[src/rtl/sobel_pkg.sv]
// Shared definitions for the CONV_SOBEL stream controller: FSM states, output tag
// payload and frame-geometry helpers used by the controller, the core build and benches.
package sobel_pkg;

  localparam int unsigned SOBEL_PIPE_LATENCY = 48;

  typedef enum logic [1:0] {
    IDLE  = 2'd0,
    RUN   = 2'd1,
    FLUSH = 2'd2,
    CLEAR = 2'd3
  } sobel_state_e;

  // Output-side qualifiers presented alongside the core's out_frame
  typedef struct packed {
    logic tvalid;
    logic tlast;
    logic tuser;
  } sobel_mtag_t;

  function automatic int unsigned sobel_beats_per_row(input int unsigned dim,
                                                      input int unsigned ppb);
    return dim / ppb;
  endfunction

  function automatic int unsigned sobel_total_beats(input int unsigned dim,
                                                    input int unsigned ppb);
    return dim * (dim / ppb);
  endfunction

endpackage

[src/rtl/sobel_vld_pipe.sv]
// Valid-bit delay line that tracks which core pipeline slots hold real pixels;
// advances only when the core advances so it stays aligned with out_frame.
module sobel_vld_pipe #(
  parameter int unsigned DEPTH = 48
) (
  input  logic i_clk,
  input  logic i_reset,
  input  logic i_clr,
  input  logic i_shift,
  input  logic i_din,
  output logic o_tail
);

  logic [DEPTH-1:0] r_sr;

  always_ff @(posedge i_clk) begin
    if (i_reset || i_clr) begin
      r_sr <= '0;
    end else if (i_shift) begin
      r_sr <= (r_sr << 1) | DEPTH'(i_din);
    end
  end

  assign o_tail = r_sr[DEPTH-1];

endmodule

[src/rtl/sobel_stream_ctrl.sv]
// AXI-Stream sequencer for the CONV_SOBEL core: gates core advance, flushes the
// core pipeline after the last input beat and resets the core between frames.
module sobel_stream_ctrl
  import sobel_pkg::*;
#(
  parameter int unsigned PIXELS_PER_BEAT = 16,
  parameter int unsigned IMAGE_DIM       = 512,
  parameter int unsigned PIPE_LATENCY    = SOBEL_PIPE_LATENCY,
  parameter int unsigned DATA_WIDTH      = 8 * PIXELS_PER_BEAT
) (
  input  logic                  clk,
  input  logic                  reset,
  input  logic                  en,
  input  logic [DATA_WIDTH-1:0] s_tdata,
  input  logic                  s_tvalid,
  output logic                  s_tready,
  input  logic                  s_tuser,
  output logic                  m_tvalid,
  input  logic                  m_tready,
  output logic                  m_tlast,
  output logic                  m_tuser,
  output logic                  core_stall,
  output logic                  core_aresetn,
  output logic [DATA_WIDTH-1:0] core_inp,
  output logic                  busy,
  output logic                  frame_done,
  output logic                  sof_err
);

  localparam int unsigned BEATS_PER_ROW = sobel_beats_per_row(IMAGE_DIM, PIXELS_PER_BEAT);
  localparam int unsigned TOTAL         = sobel_total_beats(IMAGE_DIM, PIXELS_PER_BEAT);
  localparam int unsigned CW            = $clog2(TOTAL + 1);
  localparam int unsigned FW            = $clog2(PIPE_LATENCY + 1);

  sobel_state_e  r_state;
  logic [CW-1:0] r_in_cnt;
  logic [CW-1:0] r_out_cnt;
  logic [FW-1:0] r_flush_cnt;
  sobel_mtag_t   r_mtag;
  logic          r_busy;
  logic          r_frame_done;
  logic          r_sof_err;

  logic          w_run;
  logic          w_flush;
  logic          w_clr;
  logic          w_blocked;
  logic          w_adv;
  logic          w_accept;
  logic          w_hs;
  logic          w_in_last;
  logic          w_out_last;
  logic          w_tail;
  logic [CW-1:0] w_out_cnt_nxt;
  sobel_mtag_t   w_mtag_nxt;

  assign w_run      = (r_state == RUN);
  assign w_flush    = (r_state == FLUSH);
  assign w_clr      = (r_state == CLEAR);
  assign w_blocked  = r_mtag.tvalid & ~m_tready;
  assign w_adv      = ~w_blocked & ((w_run & s_tvalid) |
                                    (w_flush & (r_flush_cnt < FW'(PIPE_LATENCY))));
  assign w_accept   = w_run & s_tvalid & ~w_blocked;
  assign w_hs       = r_mtag.tvalid & m_tready;
  assign w_in_last  = (r_in_cnt == CW'(TOTAL - 1));
  assign w_out_last = (r_out_cnt == CW'(TOTAL - 1));

  // Flush beats shift a 0 so drained slots never raise m_tvalid
  sobel_vld_pipe #(
    .DEPTH (PIPE_LATENCY)
  ) u_vld_pipe (
    .i_clk   (clk),
    .i_reset (reset),
    .i_clr   (w_clr),
    .i_shift (w_adv),
    .i_din   (w_run),
    .o_tail  (w_tail)
  );

  // Next presented beat: a core advance loads the new tail even while the current beat hands off
  always_comb begin
    w_mtag_nxt    = '0;
    w_out_cnt_nxt = r_out_cnt + CW'(w_hs);
    if (w_clr) begin
      w_out_cnt_nxt = '0;
    end else if (w_adv) begin
      w_mtag_nxt.tvalid = w_tail;
    end else if (!m_tready) begin
      w_mtag_nxt.tvalid = r_mtag.tvalid;
    end
    w_mtag_nxt.tuser = w_mtag_nxt.tvalid & (w_out_cnt_nxt == '0);
    w_mtag_nxt.tlast = w_mtag_nxt.tvalid &
                       ((w_out_cnt_nxt % CW'(BEATS_PER_ROW)) == CW'(BEATS_PER_ROW - 1));
  end

  always_ff @(posedge clk) begin
    if (reset) begin
      r_state      <= IDLE;
      r_in_cnt     <= '0;
      r_out_cnt    <= '0;
      r_flush_cnt  <= '0;
      r_mtag       <= '0;
      r_busy       <= 1'b0;
      r_frame_done <= 1'b0;
      r_sof_err    <= 1'b0;
    end else begin
      r_frame_done <= 1'b0;
      r_sof_err    <= w_accept & s_tuser & (r_in_cnt != '0);
      r_mtag       <= w_mtag_nxt;
      r_out_cnt    <= w_out_cnt_nxt;

      if (w_clr) begin
        r_in_cnt    <= '0;
        r_flush_cnt <= '0;
      end else begin
        if (w_accept) begin
          r_in_cnt <= r_in_cnt + CW'(1);
        end
        if (w_adv && w_flush) begin
          r_flush_cnt <= r_flush_cnt + FW'(1);
        end
      end

      unique case (r_state)
        IDLE: begin
          if (en) begin
            r_state <= RUN;
            r_busy  <= 1'b1;
          end
        end
        RUN: begin
          if (w_accept && w_in_last) begin
            r_state <= FLUSH;
          end
        end
        FLUSH: begin
          if (w_hs && w_out_last) begin
            r_state      <= CLEAR;
            r_frame_done <= 1'b1;
          end
        end
        CLEAR: begin
          r_state <= IDLE;
          r_busy  <= 1'b0;
        end
        default: begin
          r_state <= IDLE;
          r_busy  <= 1'b0;
        end
      endcase
    end
  end

  assign s_tready     = w_run & ~w_blocked;
  assign core_stall   = ~w_adv;
  assign core_aresetn = ~reset & ~w_clr;
  assign core_inp     = w_run ? s_tdata : '0;
  assign m_tvalid     = r_mtag.tvalid;
  assign m_tlast      = r_mtag.tlast;
  assign m_tuser      = r_mtag.tuser;
  assign busy         = r_busy;
  assign frame_done   = r_frame_done;
  assign sof_err      = r_sof_err;

endmodule
[config.mk]
export PLATFORM = sky130hd
export DESIGN_NAME = sobel_stream_ctrl
export DESIGN_NICKNAME = d
export VERILOG_FILES = /design/src/rtl/sobel_pkg.sv /design/src/rtl/sobel_vld_pipe.sv /design/src/rtl/sobel_stream_ctrl.sv
export SDC_FILE = /design/constraint.sdc
export NUM_CORES = 1
export LEC_CHECK = 0
export ABC_AREA = 1
export CAP_MARGIN = 20
export CORE_UTILIZATION = 27
export CTS_BUF_LIST = sky130_fd_sc_hd__clkbuf_4 sky130_fd_sc_hd__clkbuf_8 sky130_fd_sc_hd__clkbuf_16
export CTS_CLUSTER_DIAMETER = 60
export CTS_CLUSTER_SIZE = 8
export DETAILED_ROUTE_END_ITERATION = 8
export HOLD_SLACK_MARGIN = 0.02
export PLACE_DENSITY = 0.71
export RECOVER_POWER = 50
export REMOVE_ABC_BUFFERS = 1
export SYNTH_ARGS = -nofsm -noshare
export SYNTH_HDL_FRONTEND = slang
export SYNTH_HIERARCHICAL = 1
export SYNTH_SLANG_ARGS = --single-unit
export TNS_END_PERCENT = 50
[constraint.sdc]
create_clock -name clk -period 1.8 [get_ports clk]
set_clock_uncertainty 0.15 [all_clocks]
set_input_delay 0.27 -clock clk [delete_from_list [all_inputs] [get_ports clk]]
set_output_delay 0.27 -clock clk [all_outputs]
set_load 0.01 [all_outputs]
* Word level (Yosys, flattened, before mapping)
Index checks and enable logic that the tools add are counted.
Operators by class: equal/unequal tests 9, reductions and logical operators 12, add/sub/neg operators 3, mux-type cells 12, magnitude comparators 1, bitwise logic cells 20
Operators by type and width (number):
- $mux 128 | 1
- $or 48x1->48 | 1
- $eq 15x14->1 const B | 2
- $add 15x1->15 | 1
- $add 15x1->15 const B | 1
- $logic_not 15->1 | 1
- $mux 15 | 1
- $reduce_bool 15->1 | 1
- $and 1x1->1 | 12
- $pmux 2 s4 | 1
- $add 6x1->6 const B | 1
- $lt 6x6->1 const B | 1
- $mux 2 | 3
- $not 1->1 | 6
- $eq 5x5->1 const B | 1
- $mux 1 | 5
- $eq 2x2->1 const B | 2
- $ne 2x2->1 const B | 2
- $reduce_or 2->1 | 2
- $logic_and 1x1->1 | 3
- $reduce_and 3->1 | 1
- $eq 2x1->1 const B | 1
- $logic_not 2->1 | 1
- $ne 2x1->1 const B | 1
- other kinds (5) | 5
Word-level totals: word-level logic and storage cells 68, output and inout bits 137, input bits 134, register bits after elaboration 92

* Logic depth before layout (Yosys ltp)
depth after elaboration 7, depth in mapped cells 14, gate-level depth less buffers 14

* Hierarchy
Netlist, hierarchy kept.
Modules (own cells, without submodules):
- sobel_stream_ctrl | instances 1, area an instance 3405.8 um^2, cells an instance 615, sequential area each 880.8 um^2
- sobel_vld_pipe | instances 1, area an instance 1979.4 um^2, cells an instance 305, sequential area each 960.9 um^2

* Least setup slack after synthesis
Ideal clock, no wire load.
path type reg-to-reg, start point register r_mtag (netlist bit m_tvalid), end point register r_mtag (netlist bit m_tuser), buffers on the path 0, cell stages (with the launch flop) 14, clock period less this slack 1.827 ns, data arrival time 1.565 ns, slack -0.027 ns, library setup time 0.112 ns, data required time 1.538 ns, cells stage by stage dfxtp_1 > nand2_1 > inv_1 > ha_1 > ha_1 > nand3_1 > nor2_2 > nand3_1 > nand2_1 > nand3_1 > nand2_1 > inv_1 > nand3_1 > nor2_1
Between the ends: word-level cells in the longest chain between the ends 6, elaborated cells on any way between the ends 11, classes of those cells add/sub (1); mux (4); bitwise (5); reduce/logical (1)
RTL lines:
- start: declaration | RTL line sobel_stream_ctrl.sv:39 | sobel_mtag_t r_mtag;
- start signal: assignment | RTL line sobel_stream_ctrl.sv:109 | r_mtag <= w_mtag_nxt;
- branches (longest 5 deep; another with $add 15x1->15)
- $and 1x1->1 * | RTL line sobel_stream_ctrl.sv:91 | w_mtag_nxt.tuser = w_mtag_nxt.tvalid & (w_out_cnt_nxt == '0);
Mark *: on every way between the ends. A chain may end at the register's enable or synchronous reset.

* Final worst setup path
start point register r_state[1], end point output core_inp[68]
Between the ends: word-level cells in the longest chain between the ends 2
RTL lines:
- start: declaration | RTL line sobel_stream_ctrl.sv:35 | sobel_state_e r_state;
- start signal: assignment | RTL line sobel_stream_ctrl.sv:98 | r_state <= IDLE;
- start signal: assignment | RTL line sobel_stream_ctrl.sv:127 | r_state <= RUN;
- start signal: assignment | RTL line sobel_stream_ctrl.sv:133 | r_state <= FLUSH;
- $eq 2x1->1 | RTL line sobel_stream_ctrl.sv:57 | assign w_run = (r_state == RUN);
- net w_run | RTL line sobel_stream_ctrl.sv:44 | logic w_run;
- $mux 128 | RTL line sobel_stream_ctrl.sv:157 | assign core_inp = w_run ? s_tdata : '0;
- end: declaration | RTL line sobel_stream_ctrl.sv:24 | output logic [DATA_WIDTH-1:0] core_inp,
The timed path passes the listed nets, and every way through them passes these cells.

==> flow_summary.json <==
{
  "root_buffer": "clkbuf_16",
  "period_share_pct": 110,
  "relSlewSlack_pct": 76.8,
  "cts_sinks": 92,
  "hold_violations": 0,
  "start_kind": "register",
  "drive_gt1_share_pct": 38.9,
  "final_cell_mix": "nand2_1, inv_1, clkdlybuf4s50_1",
  "slew_viol_final": 0,
  "max_freq_mhz": 506,
  "period_needed_ns": 1.97,
  "regArea_mm2": 0.00184,
  "critPathMaxFanout": 8,
  "die_area_mm2": 0.0205,
  "power_mw": 12.8,
  "timing.max_cap.violations": 0,
  "vias": 6475,
  "grt_pass1_vias": 5641,
  "worst_ep_arrival_time_ns": 1.55,
  "area_growth_pct": 94.5,
  "drt_iter0_markers": 261,
  "end_kind": "output pin",
  "fillers": 1772,
  "synth.yosys.warnings": 6,
  "grtUsageTotal_pct": 17.5,
  "via_per_inst": 4.23,
  "dp_hpwl_mm": 13.7,
  "ys_seq_elements": 92,
  "worstSetupPathType": "register to output pin",
  "ant_nets": 0,
  "seq_area_frac_synth_pct": 34.2,
  "route.detailed.drc": 0,
  "io-pin-count": 271,
  "core_area_mm2": 0.0195,
  "cp.required_ns": 1.38,
  "setup_tns_ns": -15.41,
  "cts_tree": "yes",
  "final_common_cell": "nand2_1",
  "finalSetupViolCount": 186,
  "cts_max_path_buffers": 2,
  "routed_wl_mm": 20.6,
  "antenna_found_initial": 2,
  "grt_setup_unrepaired": "yes",
  "grt-ovfl-total": 0,
  "power.density_mw_per_mm2": 1220,
  "drtPass1Iterations": 5,
  "multiInputGateArea_mm2": 0.00322,
  "row_count": 51,
  "grt_pass1_wl_mm": 28.0,
  "setup_ws_ns": -0.175,
  "synth_cells": 920,
  "cts_buffers": 9,
  "clk_latency_ns": 0.34,
  "synth_area_mm2": 0.00539,
  "die_y_um": 143,
  "ir_drop_v": 0.000576,
  "fin_util_pct": 53.6,
  "fp.dieW_um": 143,
  "worst_pin_slew_ns": 0.345,
  "wl_per_cell_um": 13.5,
  "io_buffer_count": 270,
  "grt_max_degree": 49,
  "path_clk_slew_ns": 0.06,
  "initial_core_util_pct": 27.6,
  "violations": "negative setup slack",
  "leakage_nw": 5.51,
  "hold_buffers": 0,
  "gp_congestion": 0.872,
  "cts.htree.levels": 3,
  "final_nets": 1403,
  "avgSynthCellArea_um2": 5.85,
  "status": "complete, but fails checks",
  "hold_class": "register to register",
  "ys_types": 32
}
final cells by class:
class / instances / area share [%]
Multi-Input combinational cell: 564 / 30.8
Timing Repair Buffer: 363 / 36.8
Clock inverter: 3 / 0.418
Antenna cell: 2 / 0.0478
Clock buffer: 13 / 2.62
Tap cell: 265 / 3.17
Sequential cell: 92 / 17.6
Timing Repair inverter: 2 / 0.263
Inverter: 228 / 8.31
power by group:
| group | switching [mW] | leakage [nW] | internal [mW] |
|---|---|---|---|
| clock network | 0.761 | 0.159 | 1.21 |
| registers | 0.363 | 0.750 | 2.61 |
| logic | 3.82 | 4.60 | 4.07 |
Yosys cell counts, drive strengths merged:
library cell  number  area [um^2]
a211oi             2         15.0
a21oi             21          105
and2               1         6.26
buf               28          174
clkbuf             8         30.0
dfxtp             92         1840
ha                 9          113
inv              228          856
nand2            291         1100
nand3             33          188
nand3b             1         7.51
nand4              9         56.3
nor2             158          639
nor3              16          103
nor3b              1         12.5
nor4               3         18.8
nor4b              1         8.76
o21ai             12         60.1
o21bai             3         22.5
or2                1         6.26
xor2               2         17.5
per-layer routing:
layer  wire length, um  global-route usage (%)  vias to the layer above
met2             10300                    32.1                      211
met3              1290                    4.36                       49
met4               935                    6.94                        2
li1                  -                       -                     3334
met5                11                       0                        -
met1              8090                    19.3                     2879
final timing paths:
kind                            start                  end  slack, ns  depth (start not counted)
setup / recovery           r_state[1]         core_inp[68]      -0.17                          8
hold / removal    u_vld_pipe/r_sr[45]  u_vld_pipe/r_sr[45]       0.32                          2
setup reg to reg           r_state[1]         r_in_cnt[12]      -0.17                         12
hold reg to reg   u_vld_pipe/r_sr[45]  u_vld_pipe/r_sr[45]       0.32                          2
registers in the layout, indices dropped and copies added (netlist names), 2 cells and up:
signal / cells
u_vld_pipe/r_sr: 48
r_in_cnt: 15
r_out_cnt: 15
r_flush_cnt: 6
r_state: 2
critical path, cell delays in order, from the launching register on:
cell and delay [ns]:
dfxtp_2 0.34, inv_2 0.05, ha_4 0.18, buf_12 0.16
buf_6 0.12, clkbuf_16 0.14, nand2_1 0.05, inv_1 0.05
buf_6 0.11
through the flow:
stage | setup WS, ns | cell area (um^2) | std cells | hold WS, ns
floorplan | -3.16 | 5180 | 884 | 0.192
global placement | -0.569 | 8640 | 1468 | 0.307
detailed placement | -0.571 | 8640 | 1468 | 0.312
CTS | -0.201 | 9070 | 1495 | 0.320
global route | -0.280 | 10500 | 1530 | 0.333
finish | -0.175 | 10500 | 1532 | 0.317
logic make-up (layout without fill, tap and decap cells):
group           Yosys count  after routing  synth area share [%]
simple gates            515            515                  39.9
buf+inv                 264            609                  19.7
compound gates           38             38                  3.76
xor+xnor                  2              2                 0.325
fa+ha+maj                 9              9                  2.09
flops                    92             92                  34.2
other cells               0              2                     0
timing repair:
action | 4_1_cts | 5_1_grt
endpoints found under the hold margin | 0 | 0
gates resized for setup | 511 | 436
pin swaps | 4 | 45
setup endpoints to repair | 196 | 209
setup buffers | 7 | 14
cloned | 4 | 22
Power figures use the tool's default switching activity.
